## config.mk

```make
export PLATFORM = sky130hd
export DESIGN_NAME = bundle_packer_flat
export DESIGN_NICKNAME = d
export VERILOG_FILES = /design/src/rtl/bundle_packer_if.sv /design/src/rtl/bundle_packer.sv /design/src/flat_wrapper.sv
export SDC_FILE = /design/constraint.sdc
export NUM_CORES = 1
export LEC_CHECK = 0
export ABC_AREA = 1
export CAP_MARGIN = 30
export CORE_MARGIN = 4
export CORE_UTILIZATION = 54
export CTS_CLUSTER_SIZE = 25
export DETAILED_ROUTE_END_ITERATION = 12
export DONT_BUFFER_PORTS = 1
export GPL_TIMING_DRIVEN = 0
export HOLD_SLACK_MARGIN = 0.15
export PLACE_DENSITY = 0.7
export SETUP_SLACK_MARGIN = 0.05
export SYNTH_ARGS = -nofsm -noshare
export SYNTH_HDL_FRONTEND = slang
export SYNTH_SLANG_ARGS = --single-unit
```

## constraint.sdc

```tcl
create_clock -name clk -period 1.64 [get_ports clk]
set_clock_uncertainty 0.05 [all_clocks]
set_input_delay 0.41 -clock clk [delete_from_list [all_inputs] [get_ports clk]]
set_output_delay 0.41 -clock clk [all_outputs]
set_load 0.02 [all_outputs]
```

## src/rtl/bundle_packer_if.sv

```systemverilog
// rtl/bundle_packer_if.sv - opcode stream and closed-bundle handshake between issue source, packer and decoder
interface bundle_packer_if;
    logic       op_valid;
    logic       op_ready;
    logic [4:0] op_code;
    logic       flush;
    logic       bnd_valid;
    logic       bnd_ready;
    logic [4:0] bnd_a0;
    logic [4:0] bnd_a1;
    logic [4:0] bnd_m;
    logic [4:0] bnd_ls;
    logic [3:0] bnd_mask;
    logic       illegal;

    modport master (
        output op_valid, op_code, flush, bnd_ready,
        input  op_ready, bnd_valid, bnd_a0, bnd_a1, bnd_m, bnd_ls, bnd_mask, illegal
    );

    modport slave (
        input  op_valid, op_code, flush, bnd_ready,
        output op_ready, bnd_valid, bnd_a0, bnd_a1, bnd_m, bnd_ls, bnd_mask, illegal
    );
endinterface

```

## src/rtl/bundle_packer.sv

```systemverilog
// rtl/bundle_packer.sv - packs serial 5-bit opcodes into {A0,A1,M,LS} bundles; BUNDLE_TIMEOUT_EN adds forced close after MAX_WAIT
module bundle_packer #(
`ifdef BUNDLE_TIMEOUT_EN
    parameter int         MAX_WAIT = 8,
`endif
    parameter logic [4:0] NOP_ALU  = 5'b00000,
    parameter logic [4:0] NOP_M    = 5'b01100,
    parameter logic [4:0] NOP_LS   = 5'b11111
) (
    input  logic            clk,
    input  logic            rst_n,
    bundle_packer_if.slave  bus
);
    typedef enum logic [1:0] {EMPTY, FILL, FULL} state_t;

    state_t     state, state_nxt;
    logic [4:0] a0_q, a1_q, m_q, ls_q;
    logic [4:0] a0_nxt, a1_nxt, m_nxt, ls_nxt;
    logic [3:0] mask_q, mask_nxt;
    logic       illegal_q;

    logic is_alu, is_m, is_ls, legal, conflict, timeout_hit, accept;

    assign is_alu = (bus.op_code <= 5'b01011);
    assign is_m   = (bus.op_code >= 5'b01100) && (bus.op_code <= 5'b01110);
    assign is_ls  = (bus.op_code == 5'b10000) || (bus.op_code == 5'b10001);
    assign legal  = is_alu || is_m || is_ls;

    // An ALU op only conflicts once both ALU slots are taken
    assign conflict = legal && ((is_alu && mask_q[3] && mask_q[2]) ||
                                (is_m && mask_q[1]) || (is_ls && mask_q[0]));

`ifdef BUNDLE_TIMEOUT_EN
    localparam int CW = $clog2(MAX_WAIT + 1);
    logic [CW-1:0] cnt;

    assign timeout_hit = (state == FILL) && (cnt == CW'(MAX_WAIT));

    always_ff @(posedge clk) begin
        if (!rst_n) begin
            cnt <= '0;
        end else if (state == EMPTY || (state == FULL && bus.bnd_ready)) begin
            cnt <= '0;
        end else if (state == FILL && cnt != CW'(MAX_WAIT)) begin
            cnt <= cnt + 1'b1;
        end
    end
`else
    assign timeout_hit = 1'b0;
`endif

    assign bus.op_ready = (state != FULL) && !bus.flush && !conflict && !timeout_hit;
    assign accept       = bus.op_valid && bus.op_ready;

    always_comb begin
        state_nxt = state;
        a0_nxt    = a0_q;
        a1_nxt    = a1_q;
        m_nxt     = m_q;
        ls_nxt    = ls_q;
        mask_nxt  = mask_q;
        if (accept && legal) begin
            if (is_alu) begin
                if (!mask_q[3]) begin
                    a0_nxt      = bus.op_code;
                    mask_nxt[3] = 1'b1;
                end else begin
                    a1_nxt      = bus.op_code;
                    mask_nxt[2] = 1'b1;
                end
            end else if (is_m) begin
                m_nxt       = bus.op_code;
                mask_nxt[1] = 1'b1;
            end else begin
                ls_nxt      = bus.op_code;
                mask_nxt[0] = 1'b1;
            end
        end
        case (state)
            EMPTY: begin
                if (accept && legal) state_nxt = FILL;
            end
            FILL: begin
                if (mask_nxt == 4'b1111 || bus.flush || timeout_hit ||
                    (bus.op_valid && conflict)) state_nxt = FULL;
            end
            FULL: begin
                if (bus.bnd_ready) begin
                    state_nxt = EMPTY;
                    a0_nxt    = NOP_ALU;
                    a1_nxt    = NOP_ALU;
                    m_nxt     = NOP_M;
                    ls_nxt    = NOP_LS;
                    mask_nxt  = 4'b0000;
                end
            end
            default: state_nxt = EMPTY;
        endcase
    end

    always_ff @(posedge clk) begin
        if (!rst_n) begin
            state     <= EMPTY;
            a0_q      <= NOP_ALU;
            a1_q      <= NOP_ALU;
            m_q       <= NOP_M;
            ls_q      <= NOP_LS;
            mask_q    <= 4'b0000;
            illegal_q <= 1'b0;
        end else begin
            state     <= state_nxt;
            a0_q      <= a0_nxt;
            a1_q      <= a1_nxt;
            m_q       <= m_nxt;
            ls_q      <= ls_nxt;
            mask_q    <= mask_nxt;
            illegal_q <= accept && !legal;
        end
    end

    assign bus.bnd_valid = (state == FULL);
    assign bus.bnd_a0    = a0_q;
    assign bus.bnd_a1    = a1_q;
    assign bus.bnd_m     = m_q;
    assign bus.bnd_ls    = ls_q;
    assign bus.bnd_mask  = mask_q;
    assign bus.illegal   = illegal_q;
endmodule

```

## src/flat_wrapper.sv

```systemverilog
// flat-port wrapper written by rule: the top's interface ports become plain ports
module bundle_packer_flat 
#(

    parameter logic [4:0] NOP_ALU  = 5'b00000,
    parameter logic [4:0] NOP_M    = 5'b01100,
    parameter logic [4:0] NOP_LS   = 5'b11111
)
  (clk, rst_n, bus_op_valid, bus_op_code, bus_flush, bus_bnd_ready, bus_op_ready, bus_bnd_valid, bus_bnd_a0, bus_bnd_a1, bus_bnd_m, bus_bnd_ls, bus_bnd_mask, bus_illegal);
  bundle_packer_if bus_i ();
  input  logic clk;
  input  logic rst_n;
  input wire logic [$bits(bus_i.op_valid)-1:0] bus_op_valid;
  input wire logic [$bits(bus_i.op_code)-1:0] bus_op_code;
  input wire logic [$bits(bus_i.flush)-1:0] bus_flush;
  input wire logic [$bits(bus_i.bnd_ready)-1:0] bus_bnd_ready;
  output wire logic [$bits(bus_i.op_ready)-1:0] bus_op_ready;
  output wire logic [$bits(bus_i.bnd_valid)-1:0] bus_bnd_valid;
  output wire logic [$bits(bus_i.bnd_a0)-1:0] bus_bnd_a0;
  output wire logic [$bits(bus_i.bnd_a1)-1:0] bus_bnd_a1;
  output wire logic [$bits(bus_i.bnd_m)-1:0] bus_bnd_m;
  output wire logic [$bits(bus_i.bnd_ls)-1:0] bus_bnd_ls;
  output wire logic [$bits(bus_i.bnd_mask)-1:0] bus_bnd_mask;
  output wire logic [$bits(bus_i.illegal)-1:0] bus_illegal;
  assign bus_i.op_valid = bus_op_valid;
  assign bus_i.op_code = bus_op_code;
  assign bus_i.flush = bus_flush;
  assign bus_i.bnd_ready = bus_bnd_ready;
  assign bus_op_ready = bus_i.op_ready;
  assign bus_bnd_valid = bus_i.bnd_valid;
  assign bus_bnd_a0 = bus_i.bnd_a0;
  assign bus_bnd_a1 = bus_i.bnd_a1;
  assign bus_bnd_m = bus_i.bnd_m;
  assign bus_bnd_ls = bus_i.bnd_ls;
  assign bus_bnd_mask = bus_i.bnd_mask;
  assign bus_illegal = bus_i.illegal;
  bundle_packer #(.NOP_ALU(NOP_ALU), .NOP_M(NOP_M), .NOP_LS(NOP_LS)) u_core (.clk(clk), .rst_n(rst_n), .bus(bus_i));
endmodule
```

==> impl_metrics.toml <==
[status]
outcome = "complete, but fails checks"
violations = "setup timing"

[finish]
layout.cells.non_filler = 189
regArea_um2 = 549
fin_nets = 173
fin_util_pct = 74.7
layout-drive-gt1-share_pct = 37.7
fillers = 158
insertedDiodeCount = 0
final_area_um2 = 1470
area_delta_synth_final_pct = 31.7
multi_input_area_um2 = 652

[global_routing]
use_met3_pct = 4.51
antenna_found_initial = 0
busiest_layer = "met2"
track_usage_pct = 19.8
grt_max_degree = 16
grt.overflow.total = 0
use_met2_pct = 32.2
grt_pass1_wl_um = 4150
grt_pass1_vias = 978
grtUsageMet1_pct = 24.6

[floorplan]
initial_core_util_pct = 56.8
io_pins = 37
coreArea_um2 = 1960
fp.dieArea_um2 = 2850
die_x_um = 53.4
die_y_um = 53.4
num_rows = 16

[clocking]
cts_tree = "done"
cts_max_path_buffers = 2
clk_latency_ps = 340
cts.sinks = 27
htreeDepth = 1
clk_pin_slew_worst_paths_ps = 150
cts-root-buf = "clkbuf_4"
cts_made_buffers = 3

[worst_setup_path]
critPathCaptureType = "register"
critPathArrivalTime_ps = 2110
crit_start = "u_core.state[1]"
worstSetupPathType = "reg -> reg"
r2r_start = "u_core.state[1]"
crit_fanout = 7
crit_required_ps = 1840
startpoint_type = "register"

[pwr]
max-vdd-ir-drop_mv = 0.824
p_per_area_nw_per_um2 = 1060
p_leak_nw = 0.579

[yosys]
synthesis.area_um2 = 1110
netlist_top_cells_area = "dfxtp_1, inv_1, nand2_1"
synthFlopType = "dfxtp_1"
syn_inst = 148
yosysSeqAreaShare_pct = 48.5
yosysUniqueCellTypes = 19
syn_nets = 158
synth_top_area_share_pct = 48.5
synth-seq-cells = 27
synth.avg_cell_area_um2 = 7.52
async_reset_ff_share_pct = 0
yosysWarnings = 0
synth_enable_flop_cells = 0
yosys.area.top_type = "dfxtp_1"

[timing]
relSlewSlack_pct = 74.5
timing.final.ws_setup_ps = -268
finalCritPeriodShare_pct = 116
fin_crit_ps = 1910
tightest_slew_ps = 382
fmax_mhz = 524
tns_ps = -2240
fin_hold_ws_ps = 152
final-setup-viol-count = 17
hold_violations = 0
slew_violations = 0
rsz0062_at_grt = "yes"

[detailed_routing]
drt_iter0_drc = 24
drc_errors = 0
ant_nets = 0
vias_per_cell = 5.59
drt_first_pass_iters = 4
wl_per_cell_um = 15.1
vias = 1057
routed_wl_um = 2860

[placement]
place_area_um2 = 1230
post-place-cells = 175
io_buffers = 0
dpl.hpwl_um = 1820
globalplace.congestion = 0.858

[hold_path]
hold_path.class = "in -> reg"
hp-start = "bus_op_code[4]"

[flow_run]
maxCapViolCount = 0
-- cell usage after synthesis, types with 2 or more instances --
master and number:
nor2_1 12, or2_2 2, nand2_2 2, dfxtp_1 27
inv_1 28, nor2_4 2, a21oi_1 14, nor2_2 2
nand3_1 11, nand3_2 2, nand2_1 22, nand4_1 5
o21ai_0 13
-- cell type report --
| type | count | share of cell area, % |
|---|---|---|
| plain buffers | 1 | 0.341 |
| clock buffers | 3 | 1.54 |
| clock inverters | 1 | 0.341 |
| inverters | 29 | 8.62 |
| multi-input cells | 93 | 44.5 |
| flip-flops and latches | 27 | 37.5 |
| well taps | 27 | 2.30 |
| repair buffers | 8 | 4.95 |
-- power by group --
group          switching [mW]  total [mW]  internal, mW
clock network           0.203       0.295        0.0920
logic                   0.298       0.461         0.163
registers              0.0837       0.794         0.711
-- critical path, cell delays in order (launching register included) --
cell,delay [ps]
dfxtp_2,350
inv_2,70
nor2_4,60
or2_1,240
nor2_4,280
nand3_4,150
nand2_1,100
nand2_1,60
nor2_1,90
nand2_1,70
nand2_2,90
nand2_1,70
nor2_1,90
nor2_1,40
-- placed cells by master (no fill, tap or decap), types with 2 or more instances in the layout --
cell type	instances
a21oi_1	12
a21oi_2	2
buf_4	4
buf_6	2
clkbuf_4	3
dfxtp_1	22
dfxtp_2	4
dlygate4sd3_1	2
inv_1	22
inv_2	5
nand2_1	17
nand2_2	6
nand3_1	4
nand3_2	6
nand3_4	5
nand4_1	5
nor2_1	10
nor2_4	6
o21ai_1	4
o21ai_2	8
or2_2	2
-- flip-flops by register name, indices dropped and copies added, names as in the netlist --
signal               count
u_core.bus.bnd_m         5
u_core.bus.bnd_mask      4
u_core.bus.illegal       1
u_core.bus.bnd_ls        5
u_core.state             2
u_core.bus.bnd_a1        5
u_core.bus.bnd_a0        5
-- metal layers --
metal,vias to the layer above,routed length [µm]
li1,515,-
met1,487,1080
met2,44,1480
met3,11,203
met4,0,89
met5,-,0
-- metrics by stage --
stage	total power, mW	setup WS, ps
4_1_cts	1.48	-247
6_report	1.55	-268
3_5_place_dp	1.14	-341
3_3_place_gp	1.12	-314
2_1_floorplan	1.08	-104
5_1_grt	1.63	-351
-- path summary, 6_finish.rpt --
check                          to  slack [ps]  cells past startpoint
max reg2reg       u_core.state[1]        -270                     13
min reg2reg   u_core.bus.bnd_m[4]         480                      2
min          u_core.bus.bnd_ls[4]         150                      2
max               u_core.state[1]        -270                     13
-- what timing repair did --
item | in CTS | in global routing
gates resized for setup | 18 | 23
setup buffers | 5 | 2
hold buffers | 1 | 1
hold endpoints to repair | 1 | 1
endpoints found under the setup margin | 25 | 27
gates cloned | 0 | 2
pin swaps | 9 | 10
-- kinds of logic after synthesis --
logic type             share of synthesized area, %
AO/OA/AOI/OAI                                  13.3
flip-flops                                     48.5
buffers and inverters                          10.2
AND/OR/NAND/NOR                                28.0
Note: power is estimated with default switching activity, not from simulation.
